===== config.mk =====
export PLATFORM = sky130hd
export DESIGN_NAME = pc_gen_flat
export DESIGN_NICKNAME = d
export VERILOG_FILES = /design/src/rtl/pc_pkg.sv /design/src/rtl/pc_gen_if.sv /design/src/rtl/pc_next_sel.sv /design/src/rtl/pc_gen.sv /design/src/flat_wrapper.sv
export SDC_FILE = /design/constraint.sdc
export NUM_CORES = 1
export LEC_CHECK = 0
export BUFFER_PORTS_ARGS = -buffer_cell sky130_fd_sc_hd__buf_4
export CORE_MARGIN = 5
export CORE_UTILIZATION = 25
export DETAILED_ROUTE_END_ITERATION = 6
export MAX_ROUTING_LAYER = met4
export SLEW_MARGIN = 30
export SYNTH_ARGS = -nofsm -noshare
export SYNTH_HDL_FRONTEND = slang
export SYNTH_SLANG_ARGS = --single-unit
export TNS_END_PERCENT = 50

===== constraint.sdc =====
create_clock -name clk -period 2.3 [get_ports clk]
set_input_delay 0.46 -clock clk [delete_from_list [all_inputs] [get_ports clk]]
set_output_delay 0.46 -clock clk [all_outputs]
set_load 0.02 [all_outputs]

===== src/rtl/pc_pkg.sv =====
// Shared definitions for the fetch-stage program-counter generator.
// Holds the FSM encoding, the sequential PC increment and the default width.
package pc_pkg;

  localparam int unsigned XLEN_DEFAULT = 32;
  localparam int unsigned PC_INC       = 4;

  typedef enum logic [1:0] {
    BOOT = 2'd0,
    RUN  = 2'd1,
    HALT = 2'd2
  } pc_state_e;

endpackage : pc_pkg


===== src/rtl/pc_gen_if.sv =====
// Control and fetch-address bundle between pipeline control and pc_gen.
// The master side steers the PC; the slave side (pc_gen) drives the fetch address.
interface pc_gen_if #(
  parameter int unsigned XLEN  = pc_pkg::XLEN_DEFAULT,
  parameter int unsigned CNT_W = 32
);

  logic             stall_i;
  logic             redirect_valid_i;
  logic [XLEN-1:0]  redirect_target_i;
  logic             trap_valid_i;
  logic [XLEN-1:0]  trap_target_i;
  logic             halt_req_i;
  logic             resume_i;

  logic [XLEN-1:0]  pc_o;
  logic [XLEN-1:0]  pc_plus4_o;
  logic             pc_valid_o;
  logic             misalign_o;
  logic [XLEN-1:0]  bad_addr_o;
  logic             halted_o;
  logic [CNT_W-1:0] fetch_cnt_o;

  modport master (
    output stall_i, redirect_valid_i, redirect_target_i,
           trap_valid_i, trap_target_i, halt_req_i, resume_i,
    input  pc_o, pc_plus4_o, pc_valid_o, misalign_o,
           bad_addr_o, halted_o, fetch_cnt_o
  );

  modport slave (
    input  stall_i, redirect_valid_i, redirect_target_i,
           trap_valid_i, trap_target_i, halt_req_i, resume_i,
    output pc_o, pc_plus4_o, pc_valid_o, misalign_o,
           bad_addr_o, halted_o, fetch_cnt_o
  );

endinterface : pc_gen_if


===== src/rtl/pc_next_sel.sv =====
// Combinational next-PC selection: trap > redirect > hold > sequential.
// A misaligned redirect is rejected and leaves the PC where it is.
module pc_next_sel
  import pc_pkg::*;
#(
  parameter int unsigned XLEN       = XLEN_DEFAULT,
  parameter int unsigned ALIGN_BITS = 2
) (
  input  logic [XLEN-1:0] pc_i,
  input  logic            trap_valid_i,
  input  logic [XLEN-1:0] trap_target_i,
  input  logic            redirect_valid_i,
  input  logic [XLEN-1:0] redirect_target_i,
  input  logic            hold_i,
  output logic [XLEN-1:0] next_pc_o,
  output logic            take_o,
  output logic            misalign_o
);

  logic redirect_bad;

  assign redirect_bad = |redirect_target_i[ALIGN_BITS-1:0];

  // NOTE: every output gets a default before the priority chain, so no path leaves one unassigned and no latch is inferred.
  always_comb begin
    next_pc_o  = pc_i + XLEN'(PC_INC);
    take_o     = 1'b0;
    misalign_o = 1'b0;
    if (trap_valid_i) begin
      next_pc_o = trap_target_i;
      take_o    = 1'b1;
    end else if (redirect_valid_i) begin
      if (redirect_bad) begin
        next_pc_o  = pc_i;
        misalign_o = 1'b1;
      end else begin
        next_pc_o = redirect_target_i;
        take_o    = 1'b1;
      end
    end else if (hold_i) begin
      next_pc_o = pc_i;
    end
  end

endmodule : pc_next_sel


===== src/rtl/pc_gen.sv =====
// Fetch-stage program-counter generator: boot delay, redirect/trap steering,
// halt/resume control, misaligned-target capture and a fetch counter.
module pc_gen
  import pc_pkg::*;
#(
  parameter int unsigned     XLEN         = XLEN_DEFAULT,
  parameter logic [XLEN-1:0] RESET_VECTOR = '0,
  parameter int unsigned     BOOT_DELAY   = 2,
  parameter int unsigned     ALIGN_BITS   = 2,
  parameter int unsigned     CNT_W        = 32
) (
  input  logic     clk,
  input  logic     reset_n,
  pc_gen_if.slave  bus
);

  localparam int unsigned BOOT_W = (BOOT_DELAY > 0) ? $clog2(BOOT_DELAY + 1) : 1;

  localparam logic [1:0] ST_BOOT = BOOT;
  localparam logic [1:0] ST_RUN  = RUN;
  localparam logic [1:0] ST_HALT = HALT;

  logic [1:0]        state_q,     state_d;
  logic [BOOT_W-1:0] boot_cnt_q,  boot_cnt_d;
  logic [XLEN-1:0]   pc_q,        pc_d;
  logic              misalign_q,  misalign_d;
  logic [XLEN-1:0]   bad_addr_q,  bad_addr_d;
  logic [CNT_W-1:0]  fetch_cnt_q, fetch_cnt_d;

  logic [XLEN-1:0]   sel_next_pc;
  logic              sel_take;
  logic              sel_misalign;
  logic              sel_hold;

  // Sequential advance only happens in RUN with no halt request or stall.
  assign sel_hold = (state_q != ST_RUN) | bus.halt_req_i | bus.stall_i;

  pc_next_sel #(
    .XLEN       (XLEN),
    .ALIGN_BITS (ALIGN_BITS)
  ) u_next_sel (
    .pc_i              (pc_q),
    .trap_valid_i      (bus.trap_valid_i),
    .trap_target_i     (bus.trap_target_i),
    .redirect_valid_i  (bus.redirect_valid_i),
    .redirect_target_i (bus.redirect_target_i),
    .hold_i            (sel_hold),
    .next_pc_o         (sel_next_pc),
    .take_o            (sel_take),
    .misalign_o        (sel_misalign)
  );

  always_comb begin
    state_d     = state_q;
    boot_cnt_d  = boot_cnt_q;
    pc_d        = pc_q;
    misalign_d  = 1'b0;
    bad_addr_d  = bad_addr_q;
    fetch_cnt_d = fetch_cnt_q;

    case (state_q)
      ST_BOOT: begin
        if (boot_cnt_q == '0) state_d = ST_RUN;
        else                  boot_cnt_d = boot_cnt_q - BOOT_W'(1);
      end
      ST_RUN: begin
        pc_d       = sel_next_pc;
        misalign_d = sel_misalign;
        // A halt request still lands in HALT when a trap or redirect is taken.
        if (bus.halt_req_i) state_d = ST_HALT;
        if (!bus.stall_i)   fetch_cnt_d = fetch_cnt_q + CNT_W'(1);
      end
      ST_HALT: begin
        pc_d       = sel_next_pc;
        misalign_d = sel_misalign;
        if (bus.resume_i) state_d = ST_RUN;
      end
      default: state_d = ST_BOOT;
    endcase

    if (misalign_d) bad_addr_d = bus.redirect_target_i;
  end

  // NOTE: state flops use non-blocking assignments so every flop samples pre-edge values regardless of statement order.
  always_ff @(posedge clk or negedge reset_n) begin
    if (!reset_n) begin
      state_q     <= ST_BOOT;
      boot_cnt_q  <= BOOT_W'(BOOT_DELAY);
      pc_q        <= RESET_VECTOR;
      misalign_q  <= 1'b0;
      bad_addr_q  <= '0;
      fetch_cnt_q <= '0;
    end else begin
      state_q     <= state_d;
      boot_cnt_q  <= boot_cnt_d;
      pc_q        <= pc_d;
      misalign_q  <= misalign_d;
      bad_addr_q  <= bad_addr_d;
      fetch_cnt_q <= fetch_cnt_d;
    end
  end

  assign bus.pc_o        = pc_q;
  assign bus.pc_plus4_o  = pc_q + XLEN'(PC_INC);
  assign bus.pc_valid_o  = (state_q == ST_RUN);
  assign bus.halted_o    = (state_q == ST_HALT);
  assign bus.misalign_o  = misalign_q;
  assign bus.bad_addr_o  = bad_addr_q;
  assign bus.fetch_cnt_o = fetch_cnt_q;

  // sel_take is informational: the chosen next_pc already folds it in.
  logic unused_take;
  assign unused_take = sel_take;

endmodule : pc_gen

===== src/flat_wrapper.sv =====
// flat-port wrapper written by rule: the top's interface ports become plain ports
module pc_gen_flat import pc_pkg::*;
#(
  parameter int unsigned     XLEN         = XLEN_DEFAULT,
  parameter logic [XLEN-1:0] RESET_VECTOR = '0,
  parameter int unsigned     BOOT_DELAY   = 2,
  parameter int unsigned     ALIGN_BITS   = 2,
  parameter int unsigned     CNT_W        = 32
)
  (clk, reset_n, bus_stall_i, bus_redirect_valid_i, bus_redirect_target_i, bus_trap_valid_i, bus_trap_target_i, bus_halt_req_i, bus_resume_i, bus_pc_o, bus_pc_plus4_o, bus_pc_valid_o, bus_misalign_o, bus_bad_addr_o, bus_halted_o, bus_fetch_cnt_o);
  pc_gen_if #(.XLEN(XLEN), .CNT_W(CNT_W)) bus_i ();
  input  logic clk;
  input  logic reset_n;
  input wire logic [$bits(bus_i.stall_i)-1:0] bus_stall_i;
  input wire logic [$bits(bus_i.redirect_valid_i)-1:0] bus_redirect_valid_i;
  input wire logic [$bits(bus_i.redirect_target_i)-1:0] bus_redirect_target_i;
  input wire logic [$bits(bus_i.trap_valid_i)-1:0] bus_trap_valid_i;
  input wire logic [$bits(bus_i.trap_target_i)-1:0] bus_trap_target_i;
  input wire logic [$bits(bus_i.halt_req_i)-1:0] bus_halt_req_i;
  input wire logic [$bits(bus_i.resume_i)-1:0] bus_resume_i;
  output wire logic [$bits(bus_i.pc_o)-1:0] bus_pc_o;
  output wire logic [$bits(bus_i.pc_plus4_o)-1:0] bus_pc_plus4_o;
  output wire logic [$bits(bus_i.pc_valid_o)-1:0] bus_pc_valid_o;
  output wire logic [$bits(bus_i.misalign_o)-1:0] bus_misalign_o;
  output wire logic [$bits(bus_i.bad_addr_o)-1:0] bus_bad_addr_o;
  output wire logic [$bits(bus_i.halted_o)-1:0] bus_halted_o;
  output wire logic [$bits(bus_i.fetch_cnt_o)-1:0] bus_fetch_cnt_o;
  assign bus_i.stall_i = bus_stall_i;
  assign bus_i.redirect_valid_i = bus_redirect_valid_i;
  assign bus_i.redirect_target_i = bus_redirect_target_i;
  assign bus_i.trap_valid_i = bus_trap_valid_i;
  assign bus_i.trap_target_i = bus_trap_target_i;
  assign bus_i.halt_req_i = bus_halt_req_i;
  assign bus_i.resume_i = bus_resume_i;
  assign bus_pc_o = bus_i.pc_o;
  assign bus_pc_plus4_o = bus_i.pc_plus4_o;
  assign bus_pc_valid_o = bus_i.pc_valid_o;
  assign bus_misalign_o = bus_i.misalign_o;
  assign bus_bad_addr_o = bus_i.bad_addr_o;
  assign bus_halted_o = bus_i.halted_o;
  assign bus_fetch_cnt_o = bus_i.fetch_cnt_o;
  pc_gen #(.XLEN(XLEN), .RESET_VECTOR(RESET_VECTOR), .BOOT_DELAY(BOOT_DELAY), .ALIGN_BITS(ALIGN_BITS), .CNT_W(CNT_W)) u_core (.clk(clk), .reset_n(reset_n), .bus(bus_i));
endmodule

==> run_results.csv, run 1 <==
group,metric,value,unit
status,status,"complete, but fails checks",
status,violations,"negative setup slack",
synthesis,syn_avg_cell_area,9.881,sq um
layout,drive_gt1_frac,0.4868,
sta,rsz0062_at_grt,"true",
synthesis,netlist_instances,575,
drt,wl_per_cell,18.57,um
critical_path,worst-setup-path-type,"reg -> out",
critical_path,worstPathMaxFanout,6,
critical_path,max_stage_delay,0.63,ns
layout,multi_input_area,3269,sq um
critical_path,startpoint_type,"register",
cts,htreeDepth,3,
pwr,pwr_density_cell,1243,nW/um^2
die,io_pins,202,
critical_path,endpoint_kind,"output pin",
sta,finalCritPeriodShare,1.125,
place,post-place-cells,1085,
die,start_util,0.2525,
synthesis,synth_area,5682,sq um
die,core,22500,sq um
global_routing,grt_usage,0.1607,
drt,dr.first_iter.drc_count,351,
sta,drv_slew,0,
drt,num_vias,5527,
pwr,ir_worst_vdd,516.8,uV
sta,hold_violations,0,
cts,cts.path.max_buffers,2,
critical_path,crit_chain,"nand3_2 > or4_4 > or3_4 > xnor2_2 > buf_4",
global_routing,grt_pass1_wl,31820,um
cts,cts_buffers,9,
cts,path_clk_slew,0.07,ns
critical_path,crit_start,"u_core.bus.pc_o[14]$_DFFE_PN0P_",
synthesis,synthTopCellsByArea,"dfrtp_1 44%, mux2_2 6.7%, xnor2_1 4.9%",
global_routing,grt_max_degree,56,
synthesis,synth_common_cells,"100 x dfrtp_1, 48 x nand2_1, 34 x mux2_2",
synthesis,ys.warnings.count,0,
die,die_y,160.8,um
synthesis,synthArstFlopShare,1.000,
layout,num-nets-final,909,
cts,cts_tree,"built",
drt,drcViolationCount,0,
global_routing,grt_pass1_vias,5468,
sta,worst_slew_pin_slew,0.9614,ns
critical_path,r2r-start,"u_core.state_q[1]$_DFFE_PN0P_",
place,gp_congestion,0.8395,
pwr,p_comb_frac,0.593,
die,placement_rows,55,
synthesis,yosysSeqAreaShare,0.4451,
flow_run,max_cap_violations,0,
synthesis,synthXorXnorAreaFrac,0.08632,
drt,wirelength,20850,um
drt,final_antenna_net_count,0,
drt,detail_route.vias_per_cell,4.922,
pwr,switchingPower,4851,uW
global_routing,antenna_found_initial,2,
cts,holdBufCountCts,0,
sta,setup_ws,-0.2870,ns
cts,clockRootBuffer,"clkbuf_16",
pwr,p_clk_frac,0.140,
pwr,switching_share,0.4435,
hold_path,hp-class,"in -> async",
synthesis,synth-simple-area-share,0.2002,
synthesis,synth.most_common_cell,"dfrtp_1",
synthesis,synth_top_family_by_area,"simple AND/OR/NAND/NOR gates",
sta,setup-violations-final,20,
pwr,p_leak,0.004078,uW
sta,fin_worst_skew,0.01006,ns
layout,final.fill_count,2236,
place,dpl_cell_area,8060,sq um
synthesis,ys_seq_elements,101,
synthesis,ys.flop_type,"dfrtp_1",
critical_path,worstPathArrival,2.13,ns
pwr,p_seq_frac,0.268,
place,place.detailed.hpwl,15810,um
synthesis,synth_edf_count,0,
layout,stdcell_count,1123,
critical_path,cp.required,1.84,ns
synthesis,synth_compound_area_frac,0.1209,
cts,clk_latency,0.36,ns
sta,final.min_clock_period,2.587,ns
cts,clock-sinks,101,
sta,fmax,386.5,MHz
layout,regArea,2549,sq um
synthesis,synth_mux_area_frac,0.08853,
synthesis,synth_top_area_cell,"dfrtp_1",
global_routing,grt_overflow,0,
die,dieWidth,160.8,um
drt,dr.pass1.iters,6,
synthesis,synthAdderAreaFrac,0.01542,
layout,area_growth,54.88,%
die,die_area,25840,sq um
synthesis,synth_top_cell_area_share,0.4404,
place,place_ws,0.05764,ns
place,numPortBuffers,201,
critical_path,worst_path_max_delay_cell,"or4_4",
pwr,p_int,6088,uW
synthesis,synth.distinct_cells,54,
synthesis,syn_nets,653,
sta,relSlewSlack,0.3562,
layout,final_area,8800,sq um
cell families after synthesis:
group / Yosys count
AO/OA/AOI/OAI: 92
AND/OR/NAND/NOR: 212
multiplexers: 46
XOR/XNOR: 56
buffers and inverters: 61
adder cells (fa/ha/maj): 7
flip-flops: 101
routing by layer:
layer	vias to the layer above	part of all wire	wire [um]	GRT usage
met5	-	0	0	-
met1	2705	0.44	9188	0.2100
met4	0	0.030	625	0.06514
li1	2614	-	-	-
met3	32	0.055	1156	0.02874
met2	176	0.47	9882	0.2473
worst max-delay path: cells and delay by family, from the launching register on:
family,cells,cell delay (ns)
simple gates,3,1.11
flops,1,0.37
xor+xnor,1,0.13
buf+inv,1,0.15
flip-flops by register name, indices dropped and copies added, names as in the netlist:
register,count
u_core.bus.bad_addr_o,32
u_core.bus.fetch_cnt_o,32
u_core.boot_cnt_q,2
u_core.bus.misalign_o,1
u_core.state_q,2
u_core.bus.pc_o,32
power groups by stage:
stage               clock [uW]  combinational [uW]  sequential (uW)
floorplan                    0                2460             3800
global placement             0                6140             2930
detailed placement           0                6180             2950
CTS                       1590                6390             2920
global route              1640                6920             3020
finish                    1530                6480             2930
layout by cell type (no fill, tap or decap), types with 5 or more instances in the layout:
cell,count
nor2_1,33
nand4_1,31
mux2i_1,12
nor3_1,15
o2bb2ai_1,6
buf_4,259
xnor2_1,23
a22o_1,14
nand2_1,44
xor2_1,19
ha_1,6
nand3_1,19
nor4_4,10
o21ai_0,14
and4_1,7
dfrtp_1,84
a21oi_1,13
dfrtp_2,16
clkbuf_16,9
mux2_2,34
xor2_2,5
xnor2_2,9
a222oi_1,5
o211ai_1,8
o311ai_0,7
buf_6,19
inv_1,24
layout make-up:
type                       count  area share
clock inverter                 7    0.007536
multi-input combinational    413      0.3715
sequential                   101      0.2896
tap                          285     0.04052
inverter                      24     0.01024
clock buffer                   9     0.02559
timing repair buffer         282      0.2544
antenna                        2   0.0005687
through the flow:
stage / total power (uW) / util / setup TNS (ns) / hold slack [ns]
finish: 10940 / 0.3910 / -2.840 / 0.03005
global route: 11580 / 0.3910 / -4.824 / 0.05455
CTS: 10900 / 0.3827 / -3.367 / 0.03138
detailed placement: 9130 / 0.3582 / 0 / 0.4197
global placement: 9069 / 0.3582 / 0 / 0.4201
floorplan: 6269 / - / -0.2426 / 0.1644
final timing paths:
| path | end | cells after the start | slack (ns) |
|---|---|---|---|
| worst min register to register | u_core.bus.fetch_cnt_o[31]$_DFFE_PN0P_ | 1 | 0.47 |
| max in group asynchronous | u_core.bus.bad_addr_o[28]$_DFFE_PN0P_ | 2 | 1.61 |
| worst min-delay path | u_core.bus.pc_o[2]$_DFFE_PN0P_ | 1 | 0.03 |
| worst max-delay path | bus_pc_plus4_o[23] | 5 | -0.29 |
| min in group clk | u_core.bus.bad_addr_o[27]$_DFFE_PN0P_ | 2 | 0.34 |
| worst max register to register | u_core.bus.fetch_cnt_o[28]$_DFFE_PN0P_ | 6 | 0.21 |
what timing repair did:
action / in CTS / in global routing
endpoints found under the setup margin: 21 / 26
pin swaps: 18 / 14
cloned: 1 / 0
setup buffers: 13 / 6
resized for setup: 31 / 29
(Power assumes the default switching activity.)
==> run 2, diff against run 1 <==
Settings changed: RECOVER_POWER from default to 50.
==> run_results.csv, run 2 (synthesis results as in run 1) <==
group,metric,value,unit
status,status,"complete, but fails checks",
status,violations,"design-rule violations, max-capacitance violations, max-slew violations, negative setup slack",
die,core,22500,sq um
sta,tns,-2.843,ns
sta,worst_slew_pin_slew,1.601,ns
global_routing,antenna_found_initial,2,
layout,final_cell_mix,"204 x buf_4, 84 x dfrtp_1, 54 x clkbuf_1",
sta,relSlewSlack,-0.06702,
drt,wl_per_cell,18.51,um
global_routing,use_met2,0.2473,
critical_path,worst-setup-path-type,"reg -> out",
critical_path,worstPathArrival,2.13,ns
die,dieWidth,160.8,um
sta,fin_worst_skew,0.009500,ns
layout,final_common_cell,"buf_4",
cts,clockRootBuffer,"clkbuf_16",
layout,num-nets-final,909,
hold_path,hp-class,"in -> reg",
place,dpl_cell_area,8060,sq um
sta,setup-violations-final,20,
drt,drcViolationCount,2,
layout,multi_input_area,3269,sq um
global_routing,grt_overflow,0,
place,numPortBuffers,201,
critical_path,startpoint_type,"register",
flow_run,max_cap_violations,1,
cts,cts_tree,"built",
critical_path,worst_path_max_delay_cell,"or4_4",
global_routing,grt_max_degree,56,
critical_path,max_stage_delay,0.63,ns
critical_path,worstPathMaxFanout,6,
sta,drv_slew,29,
sta,final.min_clock_period,2.586,ns
pwr,p_clk_frac,0.144,
cts,clk_latency,0.36,ns
die,start_util,0.2525,
drt,dr.first_iter.drc_count,389,
drt,num_vias,5537,
global_routing,grtUsageMet1,0.2100,
die,die_y,160.8,um
cts,htreeDepth,3,
global_routing,grt-busiest-layer,"met2",
sta,hold_violations,0,
sta,fmax,386.8,MHz
layout,final.fill_count,2295,
pwr,ir_worst_vdd,478.0,uV
sta,finalCritPeriodShare,1.124,
sta,rsz0062_at_grt,"true",
cts,holdBufCountCts,0,
cts,cts_buffers,9,
pwr,switchingPower,4842,uW
drt,final_antenna_net_count,0,
place,gp_congestion,0.8395,
sta,setup_ws,-0.2856,ns
pwr,p_int,5809,uW
cts,clock-sinks,101,
critical_path,crit_chain,"nand3_2 > or4_4 > or3_4 > xnor2_2 > buf_4",
layout,final_area,8586,sq um
cts,path_clk_slew,0.08,ns
drt,wirelength,20780,um
die,io_pins,202,
place,place.detailed.hpwl,15810,um
global_routing,grt_usage,0.1607,
die,placement_rows,55,
layout,area_growth,51.11,%
layout,regArea,2549,sq um
drt,dr.pass1.iters,7,
critical_path,endpoint_kind,"output pin",
pwr,p_leak,0.003869,uW
pwr,pwr_density_cell,1241,nW/um^2
cts,cts.path.max_buffers,2,
pwr,p_seq_frac,0.274,
die,die_area,25840,sq um
pwr,switching_share,0.4546,
layout,drive_gt1_frac,0.4222,
global_routing,use_met3,0.02874,
pwr,p_comb_frac,0.582,
critical_path,cp.required,1.84,ns
drt,detail_route.vias_per_cell,4.931,
global_routing,grt_pass1_wl,31820,um
global_routing,grt_pass1_vias,5468,
==> run 2: path summary, 6_finish.rpt <==
| check | slack [ns] | end | cells past startpoint | startpoint |
|---|---|---|---|---|
| max | -0.29 | bus_pc_plus4_o[23] | 5 | u_core.bus.pc_o[14]$_DFFE_PN0P_ |
| min | 0.34 | u_core.bus.bad_addr_o[27]$_DFFE_PN0P_ | 2 | bus_redirect_target_i[27] |
| max reg2reg | 0.21 | u_core.bus.fetch_cnt_o[28]$_DFFE_PN0P_ | 6 | u_core.state_q[1]$_DFFE_PN0P_ |
| min reg2reg | 0.47 | u_core.bus.fetch_cnt_o[31]$_DFFE_PN0P_ | 1 | u_core.bus.fetch_cnt_o[31]$_DFFE_PN0P_ |
| max in group asynchronous | 0.53 | u_core.bus.pc_o[8]$_DFFE_PN0P_ | 2 | reset_n |
| min in group asynchronous | 0.50 | u_core.bus.pc_o[14]$_DFFE_PN0P_ | 1 | reset_n |
==> run 2: stage by stage <==
step	setup WS, ns	utilization	std cells	hold WS, ns	power, uW
floorplan	-0.06201	-	575	0.1644	6269
global placement	0.06250	0.3582	1085	0.4201	9069
detailed placement	0.05764	0.3582	1085	0.4197	9130
CTS	-0.2756	0.3827	1115	0.03138	10900
global route	-0.3546	0.3815	1123	0.3317	11290
finish	-0.2856	0.3815	1123	0.3387	10650
==> run 2: metal layers <==
layer  vias up  wire (um)  share of wire
met4         0        625          0.030
met3        32       1112          0.054
met1      2717       9217           0.44
met5         -          0              0
li1       2613          -              -
met2       175       9826           0.47
==> run 2: critical path, delay by kind of cell, from the launching register on <==
kind,cells,cell delay (ns)
flops,1,0.37
simple gates,3,1.11
xor+xnor,1,0.13
buf+inv,1,0.15
==> run 2: repair_timing <==
action                                  CTS  global route
hold endpoints to repair                  0             0
pin swaps                                18            14
resized for setup                        31            29
buffers inserted                         13             6
cloned                                    1             0
endpoints found under the setup margin   21            26
==> run 2: final cells by class <==
type | instances | share of cell area
inverters | 24 | 0.01049
well taps | 285 | 0.04153
clock buffers | 9 | 0.02623
multi-input cells | 413 | 0.3808
repair buffers | 282 | 0.2358
diodes | 2 | 0.0005829
clock inverters | 7 | 0.007724
flip-flops and latches | 101 | 0.2969
==> run 2: power by group through the flow <==
stage	Clock (uW)	Sequential (uW)	Combinational, uW
after floorplan	0	3800	2460
after global placement	0	2930	6140
after detailed placement	0	2950	6180
after CTS	1590	2920	6390
after global routing	1640	3010	6640
final	1530	2920	6200
==> run 3, diff against run 2 <==
Settings changed: BUFFER_PORTS_ARGS -buffer_cell sky130_fd_sc_hd__buf_4 to default, CTS_BUF_LIST from default to sky130_fd_sc_hd__clkbuf_16, DONT_BUFFER_PORTS from default to 1.
==> run_results.csv, run 3 (synthesis results as in run 1) <==
group,metric,value,unit
global_routing,grt_overflow,0,
sta,finalCritPeriodShare,1.118,
sta,setup_ws,-0.2703,ns
pwr,ir_worst_vdd,481.6,uV
cts,cts.path.max_buffers,2,
layout,final_cell_mix,"90 x buf_4, 85 x dfrtp_1, 44 x nand2_1",
die,core,22500,sq um
flow_run,max_cap_violations,0,
global_routing,grt_usage,0.1542,
drt,wl_per_cell,20.87,um
status,status,"complete, but fails checks",
cts,path_clk_slew,0.07,ns
critical_path,max_stage_delay,0.56,ns
sta,fmax,389.1,MHz
critical_path,crit_family,"simple AND/OR/NAND/NOR gates",
cts,htreeDepth,3,
cts,clock-sinks,101,
die,io_pins,202,
cts,clk_latency,0.36,ns
pwr,p_seq_frac,0.339,
die,start_util,0.2525,
status,violations,"negative hold slack, negative setup slack",
sta,whs,-0.2022,ns
sta,hold_violations,100,
place,place.detailed.hpwl,14790,um
pwr,power,10010,uW
drt,dr.first_iter.drc_count,334,
sta,tns,-2.665,ns
critical_path,reg2regPathDepth,6,
drt,wirelength,20020,um
pwr,p_leak,0.003317,uW
cts,cts_buffers,9,
pwr,p_comb_frac,0.503,
layout,final_area,7680,sq um
critical_path,worstPathArrival,2.11,ns
pwr,switching_share,0.4623,
place,gp_congestion,0.8110,
global_routing,grt_pass1_vias,4925,
drt,drcViolationCount,0,
pwr,pwr_density_cell,1304,nW/um^2
hold_path,hp-class,"in -> async",
critical_path,crit_chain,"nand3_2 > or4_4 > or3_4 > xnor2_2 > buf_4",
global_routing,antenna_found_initial,2,
critical_path,worst_r2r_endpoint,"u_core.bus.fetch_cnt_o[26]$_DFFE_PN0P_",
critical_path,startpoint_type,"register",
drt,detail_route.vias_per_cell,5.167,
die,die_area,25840,sq um
layout,area_growth,35.17,%
pwr,p_int,5384,uW
place,numPortBuffers,0,
sta,drv_slew,0,
sta,relSlewSlack,0.6283,
critical_path,r2r_slack,0.16,ns
sta,fin_worst_skew,0.008330,ns
cts,cts_tree,"built",
layout,drive_gt1_frac,0.3646,
global_routing,grt_max_degree,102,
sta,worst_slew_pin_slew,0.5536,ns
die,die_y,160.8,um
drt,num_vias,4955,
critical_path,r2r-start,"u_core.state_q[1]$_DFFE_PN0P_",
die,placement_rows,55,
sta,rsz0062_at_grt,"true",
critical_path,cp.required,1.84,ns
place,place_ws,0.03841,ns
sta,final.min_clock_period,2.570,ns
critical_path,worst-setup-path-type,"reg -> out",
die,dieWidth,160.8,um
critical_path,worst_path_max_delay_cell,"or4_4",
place,dpl_cell_area,6779,sq um
critical_path,worstPathMaxFanout,5,
pwr,p_clk_frac,0.158,
pwr,switchingPower,4629,uW
layout,num-nets-final,745,
critical_path,endpoint_kind,"output pin",
drt,dr.pass1.iters,5,
layout,final_common_cell,"buf_4",
drt,final_antenna_net_count,0,
global_routing,grt_pass1_wl,30160,um
cts,clockRootBuffer,"clkbuf_16",
sta,setup-violations-final,19,
critical_path,cp_num_buf_inv,1,
[run 3: what timing repair did]
item	in CTS	in global routing
hold endpoints to repair	101	101
endpoints found under the setup margin	23	24
cloned	1	0
pin swaps	12	15
resized for setup	48	26
setup buffers	14	10
[run 3: worst max-delay path by stage]
stage / startpoint / to / slack [ns] / depth (start not counted)
2_1_floorplan: u_core.bus.pc_o[7]$_DFFE_PN0P_ / bus_pc_plus4_o[17] / -0.06 / 5
3_3_place_gp: u_core.bus.pc_o[2]$_DFFE_PN0P_ / bus_pc_plus4_o[28] / 0.04 / 7
3_5_place_dp: u_core.bus.pc_o[17]$_DFFE_PN0P_ / bus_pc_plus4_o[23] / 0.04 / 5
4_1_cts: u_core.bus.pc_o[17]$_DFFE_PN0P_ / bus_pc_plus4_o[23] / -0.28 / 5
5_1_grt: u_core.bus.pc_o[13]$_DFFE_PN0P_ / bus_pc_plus4_o[23] / -0.33 / 5
6_report: u_core.bus.pc_o[13]$_DFFE_PN0P_ / bus_pc_plus4_o[23] / -0.27 / 5
[run 3: area by class of cell]
| cell class | instances | area, sq um |
|---|---|---|
| Clock buffer | 9 | 225.2 |
| Timing Repair Buffer | 118 | 1031 |
| Tap cell | 285 | 356.6 |
| Clock inverter | 7 | 73.82 |
| Antenna cell | 2 | 5.005 |
| Fill cell | 2217 | 14820 |
| Multi-Input combinational cell | 413 | 3351 |
| Sequential cell | 101 | 2547 |
| Inverter | 24 | 90.09 |
[run 3: layer usage]
| layer | vias up | GRT usage | share of wire |
|---|---|---|---|
| li1 | 2279 | - | - |
| met1 | 2478 | 0.1998 | 0.43 |
| met2 | 171 | 0.2348 | 0.48 |
| met3 | 27 | 0.04208 | 0.070 |
| met4 | 0 | 0.05002 | 0.024 |
| met5 | - | - | 0 |
[run 3: power groups by stage]
stage	logic [uW]	registers (uW)	clock network [uW]
2_1_floorplan	2460	3800	0
3_3_place_gp	4530	3390	0
3_5_place_dp	4570	3410	0
4_1_cts	4860	3390	1640
5_1_grt	5370	3490	1720
6_report	5040	3390	1590
[run 3: stage by stage]
| stage | std cells | utilization |
|---|---|---|
| floorplan | 575 | - |
| global placement | 916 | 0.3013 |
| detailed placement | 916 | 0.3013 |
| CTS | 947 | 0.3319 |
| global route | 959 | 0.3413 |
| finish | 959 | 0.3413 |
